$ cat config.mk
export PLATFORM = sky130hd
export DESIGN_NAME = uart_apb_sequencer
export DESIGN_NICKNAME = d
export VERILOG_FILES = /design/src/rtl/uart_apb_sequencer.sv
export SDC_FILE = /design/constraint.sdc
export NUM_CORES = 1
export LEC_CHECK = 0
export BUFFER_PORTS_ARGS = -buffer_cell sky130_fd_sc_hd__buf_2
export CAP_MARGIN = 25
export CORE_MARGIN = 5
export CORE_UTILIZATION = 43
export CTS_BUF_LIST = sky130_fd_sc_hd__clkbuf_2
export CTS_CLUSTER_DIAMETER = 200
export CTS_CLUSTER_SIZE = 14
export DETAILED_ROUTE_END_ITERATION = 10
export PLACE_DENSITY = 0.79
export SLEW_MARGIN = 25
export SYNTH_ARGS = -nofsm -noshare
export SYNTH_HDL_FRONTEND = slang
export SYNTH_SLANG_ARGS = --single-unit
$ cat constraint.sdc
create_clock -name CLK -period 2.6 [get_ports CLK]
set_input_delay 0.26 -clock CLK [delete_from_list [all_inputs] [get_ports CLK]]
set_output_delay 0.26 -clock CLK [all_outputs]
set_load 0.05 [all_outputs]
$ cat src/rtl/uart_apb_sequencer.sv
// APB master for a 16550-style UART: programs the UART after reset, then shares
// the APB port between RX draining (LSR/RBR polling) and round-robin TX requesters.
module uart_apb_sequencer #(
    parameter int          APB_ADDR_WIDTH = 12,
    parameter int          N_REQ          = 2,
    parameter logic [15:0] DIVISOR        = 16'd27,
    parameter logic [7:0]  LCR_CFG        = 8'h03,
    parameter int          TX_BURST       = 16
) (
    input  logic                      CLK,
    input  logic                      RSTN,
    input  logic [N_REQ-1:0]          tx_valid_i,
    input  logic [8*N_REQ-1:0]        tx_data_i,
    output logic [N_REQ-1:0]          tx_ready_o,
    output logic [7:0]                rx_data_o,
    output logic                      rx_perr_o,
    output logic                      rx_valid_o,
    input  logic                      rx_ready_i,
    output logic                      init_done_o,
    output logic [APB_ADDR_WIDTH-1:0] PADDR,
    output logic [31:0]               PWDATA,
    output logic                      PWRITE,
    output logic                      PSEL,
    output logic                      PENABLE,
    input  logic [31:0]               PRDATA,
    input  logic                      PREADY
);
    localparam int RRW = (N_REQ > 1) ? $clog2(N_REQ) : 1;
    localparam int CW  = $clog2(TX_BURST + 1);
    localparam logic [RRW-1:0] LAST = RRW'(N_REQ - 1);

    localparam logic [1:0] S_CFG  = 2'd0;
    localparam logic [1:0] S_POLL = 2'd1;
    localparam logic [1:0] S_RXRD = 2'd2;
    localparam logic [1:0] S_TXWR = 2'd3;

    logic [1:0]     st, nst;
    logic [2:0]     cfg_step, ncfg;
    logic [CW-1:0]  credit, ncredit;
    logic [RRW-1:0] rr, gnt, idx;
    logic [RRW:0]   sum;
    logic           dr, ndr, pe, npe;
    logic           found, any_valid, done, launch, tx_grant;
    logic [2:0]     cfg_addr, p_addr;
    logic [7:0]     cfg_data, p_data;
    logic           p_write;
    logic           prdata_unused;

    assign prdata_unused = ^PRDATA[31:8];
    assign any_valid     = |tx_valid_i;
    assign done          = PSEL & PENABLE & PREADY;
    // A new SETUP is issued right after reset or in the cycle an ACCESS completes.
    assign launch        = ~PSEL | done;

    always_comb begin
        gnt   = '0;
        found = 1'b0;
        sum   = '0;
        idx   = '0;
        for (int k = 0; k < N_REQ; k++) begin
            sum = {1'b0, rr} + (RRW+1)'(k);
            if (sum >= (RRW+1)'(N_REQ)) sum = sum - (RRW+1)'(N_REQ);
            idx = sum[RRW-1:0];
            if (!found && tx_valid_i[idx]) begin
                gnt   = idx;
                found = 1'b1;
            end
        end
    end

    always_comb begin
        nst     = st;
        ncfg    = cfg_step;
        ncredit = credit;
        ndr     = dr;
        npe     = pe;
        if (done) begin
            case (st)
                S_CFG: begin
                    if (cfg_step == 3'd5) nst = S_POLL;
                    else                  ncfg = cfg_step + 3'd1;
                end
                S_POLL: begin
                    ndr = PRDATA[0];
                    npe = PRDATA[2];
                    if (PRDATA[5]) ncredit = CW'(TX_BURST);
                    if (PRDATA[0] && !rx_valid_o)          nst = S_RXRD;
                    else if (ncredit != '0 && any_valid)   nst = S_TXWR;
                    else                                   nst = S_POLL;
                end
                S_RXRD:  nst = S_POLL;
                default: nst = (credit != '0 && !dr && any_valid) ? S_TXWR : S_POLL;
            endcase
        end
    end

    always_comb begin
        case (ncfg)
            3'd0:    begin cfg_addr = 3'd3; cfg_data = 8'h80 | LCR_CFG; end
            3'd1:    begin cfg_addr = 3'd0; cfg_data = DIVISOR[7:0];    end
            3'd2:    begin cfg_addr = 3'd1; cfg_data = DIVISOR[15:8];   end
            3'd3:    begin cfg_addr = 3'd3; cfg_data = LCR_CFG;         end
            3'd4:    begin cfg_addr = 3'd2; cfg_data = 8'h06;           end
            default: begin cfg_addr = 3'd1; cfg_data = 8'h00;           end
        endcase
    end

    always_comb begin
        p_addr  = 3'd0;
        p_data  = 8'h00;
        p_write = 1'b0;
        case (nst)
            S_CFG:  begin p_addr = cfg_addr; p_data = cfg_data; p_write = 1'b1; end
            S_POLL: p_addr = 3'd5;
            S_RXRD: p_addr = 3'd0;
            default: begin p_data = tx_data_i[{gnt, 3'b000} +: 8]; p_write = 1'b1; end
        endcase
    end

    // The requester byte is consumed in the cycle its THR SETUP is registered.
    assign tx_grant   = launch & (nst == S_TXWR) & found;
    assign tx_ready_o = tx_grant ? (N_REQ'(1) << gnt) : '0;

    always_ff @(posedge CLK or negedge RSTN) begin
        if (!RSTN) begin
            st          <= S_CFG;
            cfg_step    <= 3'd0;
            credit      <= '0;
            rr          <= '0;
            dr          <= 1'b0;
            pe          <= 1'b0;
            PSEL        <= 1'b0;
            PENABLE     <= 1'b0;
            PWRITE      <= 1'b0;
            PADDR       <= '0;
            PWDATA      <= '0;
            init_done_o <= 1'b0;
            rx_valid_o  <= 1'b0;
            rx_data_o   <= 8'h00;
            rx_perr_o   <= 1'b0;
        end else begin
            st       <= nst;
            cfg_step <= ncfg;
            dr       <= ndr;
            pe       <= npe;
            credit   <= tx_grant ? ncredit - CW'(1) : ncredit;
            if (tx_grant) rr <= (gnt == LAST) ? '0 : gnt + RRW'(1);
            if (launch) begin
                PSEL    <= 1'b1;
                PENABLE <= 1'b0;
                PADDR   <= APB_ADDR_WIDTH'(p_addr);
                PWDATA  <= {24'h0, p_data};
                PWRITE  <= p_write;
            end else begin
                PENABLE <= 1'b1;
            end
            if (done && st == S_CFG && cfg_step == 3'd5) init_done_o <= 1'b1;
            if (done && st == S_RXRD) begin
                rx_valid_o <= 1'b1;
                rx_data_o  <= PRDATA[7:0];
                rx_perr_o  <= pe;
            end else if (rx_ready_i) begin
                rx_valid_o <= 1'b0;
            end
        end
    end
endmodule

==> results.md <==
* P&R area growth vs syn at 20.8%
* Remaining antenna violation count after routing at 0
* Vias in the first global route at 1642
* Synthesized area at 2230 um2
* Worst vdd ir at 0.837 mV
* GRT Util Overall at 14.4%
* Die width at 82.0 um
* Final setup vio count at 3
* Initial Utilization at 43.9%
* Drt total wl at 4850 um
* Clock buffer depth at 2
* Critical path's slowest cell: or4_4
* Vias after detailed routing at 1782
* CP delay by family, top: simple AND/OR/NAND/NOR gates
* Crit end category: primary output
* Fin area at 2690 um2
* Number of flops mapped to enable cells by yosys at 0
* Site row count at 26
* Worst-Skew Late Latency at 0.39 ns
* Cell breakdown of the critical path: or4_4, nor3_2, o22ai_1, o211ai_1, a31oi_2, ha_2, o21ai_2, nor2_1, and2_1, buf_6
* PwrDens at 1010 nW/um2
* CTS tree: built
* Worst path required time at 2.34 ns
* Hold WS at 0.0824 ns
* Max FO, Critical Path at 3
* CP max stage delay at 0.55 ns
* WP data arrival at 2.53 ns
* Final Max Slew Viols at 0
* Wire per inst at 13.2 um
* RSZ-0062 raised after global routing: true
* Commonest non-fill, non-tap cell in the layout: buf_2
* Antenna cells at 0
* Residual DRC count at 0
* Unique masters post-synth at 47
* Instance count of the mapped netlist at 226
* Global-route wire length before repair at 7500 um
* Grt ovf at 0
* Path type of the worst setup path: register to primary output
* Worst clock skew at 0.0158 ns
* Placed Instance Area at 2490 um2
* Share of synthesized registers carrying an async set or reset at 100%
* Synth Warn # at 0
* Number of CTS-inserted buffers at 5
* Most frequent cells in the layout: 54 x buf_2, 38 x dfrtp_1, 34 x conb_1, 20 x nand2_1, 17 x mux2_2
* CP Launch Type: register
* Min cycle time layout at 2.79 ns
* Pre-CTS setup slack at -0.0277 ns
* Final nets at 359
* Port Buf Inserts at 56
* Outcome: finished with violations
* Initial antenna violation count at 0
* Setup TNS Final at -0.475 ns
* Largest net degree at the start of global routing at 39
* Worst Path Buf+Inv at 1
* Core region area at 5070 um2
* Area of the die at 6730 um2
* Drt via density at 4.84
* Root buf cell: clkbuf_2
* Height of the die at 82.0 um
* Hold Vio Cnt, Final at 0
* Max Cap Violations at 0
* Mean Syn Cell Area at 9.87 um2
* Clk slew on worst S/H paths at 0.20 ns
* Tot Pwr at 2.73 mW
* Clock sinks at 38
* Worst slew pin tran at 0.843 ns
* Reg2Reg Depth at 13
* Hold Path Stages at 2
* Proportion of layout cells with a drive suffix above 1 at 39.6%
* Fmax at 358 MHz
* Yosys reg bits at 38
* Main flop type after synthesis: dfrtp_1
* WP depth at 10
* Sequential area share after synthesis at 42.6%
* Setup WS post-layout at -0.192 ns
* HPWL Detailed at 3600 um
* Leak at 1.38 nW
* DR iter-0 viols at 66
* Final period util at 107%
* H-tree depth at 2
* Type of the worst min-delay path: primary input to register
* Failing checks: negative setup slack
* Boundary Pins at 114
* Max_slew headroom at 43.8%
* RD Place Congestion at 0.772
* Router iterations before antenna repair at 4
-- power by group --
group	internal (mW)	switching [mW]
sequential	0.792	0.151
clock	0.0613	0.201
combinational	0.513	1.01
-- synthesized netlist by cell type, types with 2 or more instances --
cell / number / area [um2]
dfrtp_1: 38 / 951
buf_4: 33 / 248
nand2_1: 20 / 75.1
mux2_2: 17 / 191
nor2_1: 15 / 56.3
a21oi_1: 13 / 65.1
inv_1: 10 / 37.5
ha_1: 8 / 100
o21ai_0: 7 / 35.0
a31oi_1: 6 / 37.5
nand3_1: 6 / 30.0
clkbuf_1: 4 / 15.0
mux2i_1: 4 / 40.0
xnor2_1: 3 / 26.3
and3_1: 2 / 12.5
conb_1: 2 / 7.51
nand2b_1: 2 / 12.5
nor2b_1: 2 / 12.5
nor3_1: 2 / 10.0
o21ai_2: 2 / 17.5
o22ai_1: 2 / 12.5
or2_2: 2 / 12.5
or4_1: 2 / 15.0
-- area by class of cell --
class / count / area [um2]
clock buffer: 5 / 25.0
fill: 457 / 2380
inverter: 11 / 41.3
tap: 70 / 87.6
timing repair buffer: 71 / 412
clock inverter: 3 / 16.3
multi-input combinational: 170 / 1160
sequential: 38 / 951
-- per-stage QoR --
stage | cells | utilization [%]
floorplan | 258 | -
global placement | 351 | 49.0
detailed placement | 351 | 49.0
CTS | 366 | 51.8
global route | 368 | 53.1
finish | 368 | 53.1
-- worst register-to-register path, stage by stage, from the launching register on --
cell	delay, ns
dfrtp_1	0.45
inv_1	0.14
ha_4	0.17
a21oi_1	0.07
a31oi_1	0.15
o22ai_1	0.16
inv_1	0.15
ha_2	0.19
o21ai_2	0.06
or2_4	0.23
buf_4	0.13
buf_6	0.11
or4_4	0.40
a31o_1	0.23
-- what timing repair did --
action,CTS,global route
pin swaps,5,4
buffers inserted,6,2
resized for setup,12,10
endpoints found under the hold margin,38,0
endpoints found under the setup margin,6,9
hold buffers,1,0
cloned,0,0
-- path summary, 6_finish.rpt --
path	from	endpoint	slack, ns
setup / recovery	credit[3]	tx_ready_o[0]	-0.19
hold / removal	PRDATA[3]	rx_data_o[3]	0.08
setup reg to reg	cfg_step[1]	credit[3]	-0.10
hold reg to reg	init_done_o	init_done_o	0.50
max in group asynchronous	RSTN	PWDATA[1]	1.60
min in group asynchronous	RSTN	init_done_o	0.47
-- per-layer routing --
metal	part of all wire, %	vias up	track usage (%)
li1	-	850	-
met1	39	854	17.4
met2	53	71	25.4
met3	6.3	7	3.95
met4	1.4	0	3.49
met5	0	-	0
-- kinds of logic after synthesis --
kind of cell	Yosys count	share of synthesized area, %
xor+xnor	4	1.57
fa+ha+maj	8	4.49
simple gates	62	14.3
other cells	2	0.337
compound gates	40	11.3
mux	22	11.0
flops	38	42.6
buf+inv	50	14.3
-- sequential cells by signal (all words and copies together) (netlist names) --
signal and cells:
PWDATA 8, rx_perr_o 1, st 2, init_done_o 1
PENABLE 1, cfg_step 3, PWRITE 1, dr 1
PSEL 1, PADDR 3, pe 1, rx_data_o 8
rx_valid_o 1, rr 1, credit 5
Power figures use the tool's default switching activity.
